### src/rtl/mem_pkg.sv
// Shared definitions for the memory arbiter: Ram access-size codes, requester IDs
// and the default starvation limit.
package mem_pkg;

  localparam logic [1:0] SZ_WORD = 2'b11;
  localparam logic [1:0] SZ_HALF = 2'b01;
  localparam logic [1:0] SZ_BYTE = 2'b00;

  typedef enum logic {
    REQ_I = 1'b0,
    REQ_D = 1'b1
  } req_id_e;

  localparam int STARVE_LIMIT_DEFAULT = 4;

endpackage

### src/rtl/mem_arbiter_if.sv
// Bus bundle between the I/D requesters, the arbiter and the Ram.
// The slave modport is the arbiter's view; master is the environment's view.
interface mem_arbiter_if #(
  parameter int AW = 32,
  parameter int DW = 32
);
  logic          IReq;
  logic [AW-1:0] IAddr;
  logic          IGnt;
  logic          IValid;
  logic [DW-1:0] IRData;
  logic          IErr;

  logic          DReq;
  logic          DWr;
  logic [1:0]    DSize;
  logic [AW-1:0] DAddr;
  logic [DW-1:0] DWData;
  logic          DGnt;
  logic          DValid;
  logic [DW-1:0] DRData;
  logic          DErr;

  logic          WE;
  logic [1:0]    RWHBS;
  logic [1:0]    WWHBS;
  logic [AW-1:0] RADDR;
  logic [AW-1:0] WADDR;
  logic [DW-1:0] DIN;
  logic [DW-1:0] DOUT;
  logic          RUnalExc;
  logic          WUnalExc;

  modport slave (
    input  IReq, IAddr, DReq, DWr, DSize, DAddr, DWData, DOUT, RUnalExc, WUnalExc,
    output IGnt, IValid, IRData, IErr, DGnt, DValid, DRData, DErr,
           WE, RWHBS, WWHBS, RADDR, WADDR, DIN
  );

  modport master (
    output IReq, IAddr, DReq, DWr, DSize, DAddr, DWData, DOUT, RUnalExc, WUnalExc,
    input  IGnt, IValid, IRData, IErr, DGnt, DValid, DRData, DErr,
           WE, RWHBS, WWHBS, RADDR, WADDR, DIN
  );

endinterface

### src/rtl/mem_arb_resp.sv
// One-cycle response slice: captures Ram read data and the unaligned flag at the
// grant edge and presents them with a single-cycle valid.
module mem_arb_resp #(
  parameter int DW = 32
) (
  input  logic          clk,
  input  logic          rst,
  input  logic          fire,
  input  logic          is_wr,
  input  logic [DW-1:0] rdata_in,
  input  logic          err_in,
  output logic          valid,
  output logic [DW-1:0] rdata,
  output logic          err
);

  logic          valid_q, valid_d;
  logic [DW-1:0] rdata_q, rdata_d;
  logic          err_q, err_d;

  always_comb begin
    valid_d = fire;
    rdata_d = rdata_q;
    err_d   = err_q;
    if (fire) begin
      err_d   = err_in;
      // Writes and faulting accesses never return Ram data.
      rdata_d = (err_in || is_wr) ? '0 : rdata_in;
    end
  end

  always_ff @(posedge clk or posedge rst) begin
    if (rst) begin
      valid_q <= 1'b0;
      rdata_q <= '0;
      err_q   <= 1'b0;
    end else begin
      valid_q <= valid_d;
      rdata_q <= rdata_d;
      err_q   <= err_d;
    end
  end

  assign valid = valid_q;
  assign rdata = rdata_q;
  assign err   = err_q;

endmodule

### src/rtl/mem_arbiter.sv
// Two-requester Ram arbiter: D has priority, I is forced through after STARVE_LIMIT
// consecutive D grants. Optional conflict counter behind MEM_ARB_PERF_EN.
module mem_arbiter
  import mem_pkg::*;
#(
  parameter int STARVE_LIMIT = STARVE_LIMIT_DEFAULT,
  parameter int AW = 32,
  parameter int DW = 32
) (
  input  logic CLK,
  input  logic RST,
  mem_arbiter_if.slave bus
`ifdef MEM_ARB_PERF_EN
  ,
  output logic [31:0] ConflictCnt
`endif
);

  localparam logic [3:0] LIMIT = 4'(STARVE_LIMIT);

  logic          d_gnt, i_gnt, d_rd, d_wr, d_err_in;
  logic [3:0]    starve_q, starve_d;
  logic [AW-1:0] raddr_q, raddr_d, waddr_q, waddr_d;
  logic [1:0]    rsize_q, rsize_d, wsize_q, wsize_d;
  logic [DW-1:0] din_q, din_d;

  always_comb begin
    d_gnt = bus.DReq && (!bus.IReq || (starve_q < LIMIT));
    i_gnt = bus.IReq && !d_gnt;
    d_rd  = d_gnt && !bus.DWr;
    d_wr  = d_gnt && bus.DWr;
  end

  // Counts D grants that overtook a waiting I; any I grant or idle I resets it.
  always_comb begin
    starve_d = starve_q;
    if (!bus.IReq || i_gnt) begin
      starve_d = '0;
    end else if (d_gnt && (starve_q < LIMIT)) begin
      starve_d = starve_q + 4'd1;
    end
  end

  always_comb begin
    raddr_d = raddr_q;
    rsize_d = rsize_q;
    waddr_d = waddr_q;
    wsize_d = wsize_q;
    din_d   = din_q;
    if (d_rd) begin
      raddr_d = bus.DAddr;
      rsize_d = bus.DSize;
    end else if (i_gnt) begin
      raddr_d = bus.IAddr;
      rsize_d = SZ_WORD;
    end
    if (d_wr) begin
      waddr_d = bus.DAddr;
      wsize_d = bus.DSize;
      din_d   = bus.DWData;
    end
  end

  always_ff @(posedge CLK or posedge RST) begin
    if (RST) begin
      starve_q <= '0;
      raddr_q  <= '0;
      rsize_q  <= '0;
      waddr_q  <= '0;
      wsize_q  <= '0;
      din_q    <= '0;
    end else begin
      starve_q <= starve_d;
      raddr_q  <= raddr_d;
      rsize_q  <= rsize_d;
      waddr_q  <= waddr_d;
      wsize_q  <= wsize_d;
      din_q    <= din_d;
    end
  end

  // Address/size go to the Ram in the grant cycle itself; idle cycles replay the last value.
  assign bus.IGnt  = i_gnt;
  assign bus.DGnt  = d_gnt;
  assign bus.RADDR = raddr_d;
  assign bus.RWHBS = rsize_d;
  assign bus.WADDR = waddr_d;
  assign bus.WWHBS = wsize_d;
  assign bus.DIN   = din_d;
  assign bus.WE    = d_wr && !bus.WUnalExc;

  assign d_err_in = bus.DWr ? bus.WUnalExc : bus.RUnalExc;

  mem_arb_resp #(.DW(DW)) u_resp_i (
    .clk      (CLK),
    .rst      (RST),
    .fire     (i_gnt),
    .is_wr    (1'b0),
    .rdata_in (bus.DOUT),
    .err_in   (bus.RUnalExc),
    .valid    (bus.IValid),
    .rdata    (bus.IRData),
    .err      (bus.IErr)
  );

  mem_arb_resp #(.DW(DW)) u_resp_d (
    .clk      (CLK),
    .rst      (RST),
    .fire     (d_gnt),
    .is_wr    (bus.DWr),
    .rdata_in (bus.DOUT),
    .err_in   (d_err_in),
    .valid    (bus.DValid),
    .rdata    (bus.DRData),
    .err      (bus.DErr)
  );

`ifdef MEM_ARB_PERF_EN
  logic [31:0] conflict_q, conflict_d;

  assign conflict_d = conflict_q + {31'b0, bus.IReq & bus.DReq};

  always_ff @(posedge CLK or posedge RST) begin
    if (RST) begin
      conflict_q <= '0;
    end else begin
      conflict_q <= conflict_d;
    end
  end

  assign ConflictCnt = conflict_q;
`endif

endmodule

### src/flat_wrapper.sv
// flat-port wrapper written by rule: the top's interface ports become plain ports
module mem_arbiter_flat import mem_pkg::*;
#(
  parameter int STARVE_LIMIT = STARVE_LIMIT_DEFAULT,
  parameter int AW = 32,
  parameter int DW = 32
)
  (CLK, RST, bus_IReq, bus_IAddr, bus_DReq, bus_DWr, bus_DSize, bus_DAddr, bus_DWData, bus_DOUT, bus_RUnalExc, bus_WUnalExc, bus_IGnt, bus_IValid, bus_IRData, bus_IErr, bus_DGnt, bus_DValid, bus_DRData, bus_DErr, bus_WE, bus_RWHBS, bus_WWHBS, bus_RADDR, bus_WADDR, bus_DIN);
  mem_arbiter_if #(.AW(AW), .DW(DW)) bus_i ();
  input  logic CLK;
  input  logic RST;
  input wire logic [$bits(bus_i.IReq)-1:0] bus_IReq;
  input wire logic [$bits(bus_i.IAddr)-1:0] bus_IAddr;
  input wire logic [$bits(bus_i.DReq)-1:0] bus_DReq;
  input wire logic [$bits(bus_i.DWr)-1:0] bus_DWr;
  input wire logic [$bits(bus_i.DSize)-1:0] bus_DSize;
  input wire logic [$bits(bus_i.DAddr)-1:0] bus_DAddr;
  input wire logic [$bits(bus_i.DWData)-1:0] bus_DWData;
  input wire logic [$bits(bus_i.DOUT)-1:0] bus_DOUT;
  input wire logic [$bits(bus_i.RUnalExc)-1:0] bus_RUnalExc;
  input wire logic [$bits(bus_i.WUnalExc)-1:0] bus_WUnalExc;
  output wire logic [$bits(bus_i.IGnt)-1:0] bus_IGnt;
  output wire logic [$bits(bus_i.IValid)-1:0] bus_IValid;
  output wire logic [$bits(bus_i.IRData)-1:0] bus_IRData;
  output wire logic [$bits(bus_i.IErr)-1:0] bus_IErr;
  output wire logic [$bits(bus_i.DGnt)-1:0] bus_DGnt;
  output wire logic [$bits(bus_i.DValid)-1:0] bus_DValid;
  output wire logic [$bits(bus_i.DRData)-1:0] bus_DRData;
  output wire logic [$bits(bus_i.DErr)-1:0] bus_DErr;
  output wire logic [$bits(bus_i.WE)-1:0] bus_WE;
  output wire logic [$bits(bus_i.RWHBS)-1:0] bus_RWHBS;
  output wire logic [$bits(bus_i.WWHBS)-1:0] bus_WWHBS;
  output wire logic [$bits(bus_i.RADDR)-1:0] bus_RADDR;
  output wire logic [$bits(bus_i.WADDR)-1:0] bus_WADDR;
  output wire logic [$bits(bus_i.DIN)-1:0] bus_DIN;
  assign bus_i.IReq = bus_IReq;
  assign bus_i.IAddr = bus_IAddr;
  assign bus_i.DReq = bus_DReq;
  assign bus_i.DWr = bus_DWr;
  assign bus_i.DSize = bus_DSize;
  assign bus_i.DAddr = bus_DAddr;
  assign bus_i.DWData = bus_DWData;
  assign bus_i.DOUT = bus_DOUT;
  assign bus_i.RUnalExc = bus_RUnalExc;
  assign bus_i.WUnalExc = bus_WUnalExc;
  assign bus_IGnt = bus_i.IGnt;
  assign bus_IValid = bus_i.IValid;
  assign bus_IRData = bus_i.IRData;
  assign bus_IErr = bus_i.IErr;
  assign bus_DGnt = bus_i.DGnt;
  assign bus_DValid = bus_i.DValid;
  assign bus_DRData = bus_i.DRData;
  assign bus_DErr = bus_i.DErr;
  assign bus_WE = bus_i.WE;
  assign bus_RWHBS = bus_i.RWHBS;
  assign bus_WWHBS = bus_i.WWHBS;
  assign bus_RADDR = bus_i.RADDR;
  assign bus_WADDR = bus_i.WADDR;
  assign bus_DIN = bus_i.DIN;
  mem_arbiter #(.STARVE_LIMIT(STARVE_LIMIT), .AW(AW), .DW(DW)) u_core (.CLK(CLK), .RST(RST), .bus(bus_i));
endmodule
### config.mk
export PLATFORM = sky130hd
export DESIGN_NAME = mem_arbiter_flat
export DESIGN_NICKNAME = d
export VERILOG_FILES = /design/src/rtl/mem_pkg.sv /design/src/rtl/mem_arbiter_if.sv /design/src/rtl/mem_arb_resp.sv /design/src/rtl/mem_arbiter.sv /design/src/flat_wrapper.sv
export SDC_FILE = /design/constraint.sdc
export NUM_CORES = 1
export LEC_CHECK = 0
export BUFFER_PORTS_ARGS = -buffer_cell sky130_fd_sc_hd__buf_2
export CAP_MARGIN = 20
export CELL_PAD_IN_SITES_DETAIL_PLACEMENT = 1
export CELL_PAD_IN_SITES_GLOBAL_PLACEMENT = 1
export CORE_MARGIN = 4
export CORE_UTILIZATION = 37
export DETAILED_ROUTE_END_ITERATION = 6
export PLACE_DENSITY_LB_ADDON = 0.15
export SLEW_MARGIN = 20
export SYNTH_ARGS = -nofsm -noshare
export SYNTH_HDL_FRONTEND = slang
export SYNTH_SLANG_ARGS = --single-unit
### constraint.sdc
create_clock -name CLK -period 5.22 [get_ports CLK]
set_clock_uncertainty 0.15 [all_clocks]
set_input_delay 0 -clock CLK [delete_from_list [all_inputs] [get_ports CLK]]
set_output_delay 0 -clock CLK [all_outputs]
set_load 0.005 [all_outputs]
==> flow_summary.ini, run 1 <==
[final_layout]
multiInputGateArea_mm2 = 0.00241
regArea_mm2 = 0.00430
layout.nets = 1032
synthToLayoutAreaGrowth_pct = 53.0
final_util = 0.581
final_common_cell = buf_2
fill_cells = 1885
drive_gt1_frac = 0.491
layout_common_cells = buf_2, dfrtp_1, dlygate4sd3_1

[critical_path]
cp.buffers_inverters = 2
crit_path_top_delay_cell = nor2_4
cp_top_family = buffers and inverters
worstPathCellList = o21a_1, nor2_4, buf_4, a221o_1, dlygate4sd3_1
cp-start-kind = register
cp.required_ns = 5.42
path_max_fanout = 33
critical_path_class = reg -> reg
cp_slowest_stage_delay_ns = 0.74
end_kind = register
cp.arrival_ns = 3.21

[synthesis]
synth-xor-area-share = 0.00127
ys_types = 28
yosys_warnings = 0
ys_seq_area_frac = 0.625
synthAdderAreaFrac = 0.00182
synth_top_family_by_area = multiplexers
post_synth_and_or_nand_nor_area_fraction = 0.0694
synthCells = 462
synth_compound_area_frac = 0.0957
avgSynthCellArea_um2 = 14.9
synth_nets = 600
synth-seq-cells = 172
muxShareOfSynthArea = 0.179
syn_area_mm2 = 0.00689

[sta]
setup_violations = 0
holdWs_ns = 0.0511
finalSetupTns_ns = 0
maxSlewViolCount = 0
hold_viol = 0
rsz0062_at_grt = no
period_needed_ns = 3.01
slew_headroom = 0.357
tightestPinTransition_ns = 0.965
period_share = 0.576
clock.fmax_mhz = 333

[cts]
clock-sinks = 172
postCtsSetupBuffers = 0
cts_max_path_buffers = 2
numCtsBuffers = 17
cts_tree = done
cts-root-buf = clkbuf_16
worst_setup_hold_path_clk_slew_ns = 0.06
clk_latency_ns = 0.42
htreeDepth = 4

[detailed_routing]
final_antenna_net_count = 0
wl_per_cell_um = 21.2
drt_first_pass_iters = 5
via_per_inst = 5.06
vias = 5750
drt_iter0_markers = 243
route.detailed.drc = 0
wl_um = 24100

[global_route]
grt_remaining_overflow = 0
gr-usage-met2 = 0.385
grt_pass1_vias = 6613
antenna_found_initial = 2
grt_max_degree = 115
met1_usage = 0.273
grtUsageTotal = 0.228
grtUsageMet3 = 0.0632
grt.busiest_layer = met2
grt_pass1_wl_um = 36700

[place]
dp_hpwl_um = 14900
gp_congestion = 0.739
port_buffers = 307

[outcome]
status = finished clean

[pwr]
power_mw = 3.57
vdd_drop_max_v = 0.000225
p_leak_nw = 5.33
power_density_mw_per_mm2 = 338

[floorplan]
start_util = 0.380
die_y_um = 144
io_pins = 308
design.die.area_mm2 = 0.0209
coreArea_mm2 = 0.0181
die_width_um = 144
rows = 49

[run]
drv_cap = 0

[hold_path]
hp-class = in -> reg
[metrics by stage]
step	area [um2]	cells	setup WS, ns
finish	10500	1137	2.21
floorplan	6890	462	0.410
global placement	8580	967	2.51
CTS	10500	1135	2.20
global route	10500	1137	2.10
detailed placement	8580	967	2.43
[cell families (layout without fill, tap and decap cells)]
logic type      Yosys count  after routing
other cells               1              3
buf+inv                  37            481
simple gates             77             77
flops                   172            172
fa+ha+maj                 1              1
mux                     100            100
compound gates           73             73
xor+xnor                  1              1
[per-layer routing]
metal / vias up / wire, um
li1: 2548 / -
met1: 2883 / 9570
met2: 260 / 12000
met3: 59 / 1640
met4: 0 / 881
met5: - / 0
[where the power goes]
group          leakage [nW]  internal [mW]  switching, mW  total [mW]
clock network         0.278          0.742          0.525        1.27
registers              2.13           1.50         0.0668        1.57
logic                  2.93          0.396          0.334       0.730
total                  5.33           2.64          0.926        3.57
[Yosys cell counts (all sizes together)]
library cell | number | area (um2)
a22o | 32 | 280
ha | 1 | 12.5
conb | 1 | 3.75
a21oi | 3 | 18.8
or3b | 1 | 8.76
o21ai | 3 | 15.0
nor3b | 1 | 7.51
inv | 2 | 7.51
nor2 | 1 | 3.75
nand2 | 3 | 11.3
buf | 15 | 108
dfrtp | 172 | 4300
clkbuf | 20 | 75.1
nand2b | 1 | 6.26
o21a | 1 | 7.51
and3 | 35 | 219
xor2 | 1 | 8.76
mux2i | 1 | 10.0
and2 | 1 | 8.76
mux2 | 99 | 1220
nor2b | 34 | 213
a32oi | 2 | 17.5
a221o | 32 | 320
[state kept, by name, summed over array words and instances, names as in the netlist, 2 cells and up]
name,cells
u_core.wsize_q,2
u_core.din_q,32
u_core.starve_q,4
u_core.raddr_q,32
u_core.u_resp_i.rdata,32
u_core.u_resp_d.rdata,32
u_core.rsize_q,2
u_core.waddr_q,32
[worst min-delay path: cells and delay by family]
family                 cells  cell delay (ns)
buffers and inverters      1             0.13
and+or+nand+nor            2             0.20
AOI/OAI and AO/OA          1             0.24
[area by class of cell]
cell class	instances	share of cell area
flip-flops and latches	172	0.408
repair buffers	448	0.279
multi-input cells	253	0.228
clock buffers	22	0.0450
well taps	229	0.0272
clock inverters	9	0.0108
inverters	2	0.00142
diodes	2	0.000475
[worst paths after layout]
path / startpoint / endpoint / slack, ns / cells after the start
worst min-delay path: bus_DWr / u_core.rsize_q[1] / 0.05 / 4
worst min register to register: u_core.starve_q[0] / u_core.starve_q[0] / 0.30 / 1
min in group asynchronous: RST / u_core.u_resp_i.rdata[17] / 0.13 / 3
worst max-delay path: u_core.starve_q[2] / u_core.raddr_q[29] / 2.21 / 5
max in group asynchronous: RST / u_core.raddr_q[22] / 3.47 / 4
worst max register to register: u_core.starve_q[2] / u_core.raddr_q[29] / 2.21 / 5
[timing repair]
action                    CTS  global route
gates resized for setup     0             0
hold endpoints to repair  278             0
hold buffers              137             0
Power figures use the tool's default switching activity.
==> run 2, diff against run 1 <==
clock period = 3.13 ns   (was 5.22 ns; I/O delays follow)
==> flow_summary.ini, run 2 (synthesized netlist as in run 1, its figures left out) <==
[cts]
postCtsSetupBuffers = 0
cts_resized = 0
cts_max_path_buffers = 2
cts_hold_buf = 136
cts-root-buf = clkbuf_16
clock-sinks = 172
clk_latency_ns = 0.42
cts_tree = done
worst_setup_hold_path_clk_slew_ns = 0.06
numCtsBuffers = 17
htreeDepth = 4

[global_route]
antenna_found_initial = 0
grt_pass1_wl_um = 36400
grt_remaining_overflow = 0
grt_pass1_vias = 6675
grt_max_degree = 68
grtUsageTotal = 0.227

[critical_path]
path_max_fanout = 34
worstPathCellList = or3b_1, buf_4, a21oi_2, buf_4, a221o_1, dlygate4sd3_1
cp_slowest_stage_delay_ns = 0.56
cp-startpoint = u_core.starve_q[2]
cp.required_ns = 3.33
end_kind = register
critical_path_class = reg -> reg
cp-start-kind = register
crit_path_top_delay_cell = dlygate4sd3_1
r2r-start = u_core.starve_q[2]
crit_path_frequent_cell = buf_4
cp.arrival_ns = 2.88

[sta]
setup_violations = 0
period_share = 0.855
slew_headroom = 0.492
rsz0062_at_grt = no
tightestPinTransition_ns = 0.760
finalSetupTns_ns = 0
period_needed_ns = 2.68
holdWs_ns = 0.0624
clock.fmax_mhz = 374
maxSlewViolCount = 0
hold_viol = 0

[detailed_routing]
wl_per_cell_um = 21.1
vias = 5841
drt_iter0_markers = 240
final_antenna_net_count = 0
drt_first_pass_iters = 4
via_per_inst = 5.12
route.detailed.drc = 0
wl_um = 24100

[place]
port_buffers = 307
gp_congestion = 0.780
dp_hpwl_um = 15200
placed_cells_incl_taps = 972

[outcome]
status = finished clean

[pwr]
p_sw_mw = 1.57
seq_power_share = 0.425
power_density_mw_per_mm2 = 578
clkPwrFrac = 0.378
p_leak_nw = 5.40
vdd_drop_max_v = 0.000345
p_comb_frac = 0.197
power_mw = 6.16
power.internal_mw = 4.59
swShare = 0.255

[final_layout]
final_common_cell = buf_2
layout_common_cells = buf_2, dfrtp_1, dlygate4sd3_1
finalNonFillerCells = 1140
synthToLayoutAreaGrowth_pct = 54.7
drive_gt1_frac = 0.495
fill_cells = 1870
layout.nets = 1036
n_antenna_cell = 0
final_util = 0.587
multiInputGateArea_mm2 = 0.00240
regArea_mm2 = 0.00430

[floorplan]
coreArea_mm2 = 0.0181
rows = 49
die_width_um = 144
io_pins = 308
die_y_um = 144
design.die.area_mm2 = 0.0209
start_util = 0.380

[hold_path]
worstHoldStart = bus_IReq
hp-class = in -> reg

[run]
drv_cap = 0
==> run 2: layout make-up <==
| class | count | area share |
|---|---|---|
| sequential | 172 | 0.404 |
| timing repair buffer | 452 | 0.282 |
| multi-input combinational | 253 | 0.226 |
| clock buffer | 21 | 0.0441 |
| tap | 229 | 0.0269 |
| clock inverter | 11 | 0.0169 |
| inverter | 2 | 0.00106 |
==> run 2: routing by layer <==
| metal | part of all wire | global-route usage | up-vias | wire length (um) |
|---|---|---|---|---|
| li1 | - | - | 2561 | - |
| met1 | 0.38 | 0.258 | 2943 | 9210 |
| met2 | 0.50 | 0.395 | 270 | 12100 |
| met3 | 0.074 | 0.0605 | 67 | 1770 |
| met4 | 0.042 | 0.109 | 0 | 1010 |
| met5 | 0 | 0 | - | 0 |
==> run 2: critical path: cells and delay by family (launching register included) <==
| kind | cells | cell delay (ns) |
|---|---|---|
| simple gates | 1 | 0.44 |
| flops | 1 | 0.41 |
| buf+inv | 3 | 1.18 |
| compound gates | 2 | 0.41 |
==> run 2: final timing paths <==
kind | end | slack, ns | depth (start not counted)
max | u_core.raddr_q[20] | 0.45 | 6
min | u_core.starve_q[0] | 0.06 | 2
max reg2reg | u_core.raddr_q[20] | 0.45 | 6
min reg2reg | u_core.starve_q[0] | 0.30 | 1
max in group asynchronous | u_core.raddr_q[13] | 1.86 | 4
min in group asynchronous | u_core.din_q[22] | 0.10 | 3
==> run 2: through the flow <==
step	setup WS, ns	area [um2]
after floorplan	0.783	6890
after global placement	0.922	8650
after detailed placement	0.901	8650
after CTS	0.461	10700
after global routing	0.333	10700
final	0.454	10700
==> run 2: power groups by stage <==
| stage | registers (mW) | logic [mW] | clock network (mW) |
|---|---|---|---|
| after floorplan | 2.63 | 0.539 | 0 |
| after global placement | 2.64 | 1.04 | 0 |
| after detailed placement | 2.65 | 1.07 | 0 |
| after CTS | 2.62 | 1.22 | 2.38 |
| after global routing | 2.65 | 1.32 | 2.47 |
| final | 2.62 | 1.22 | 2.33 |
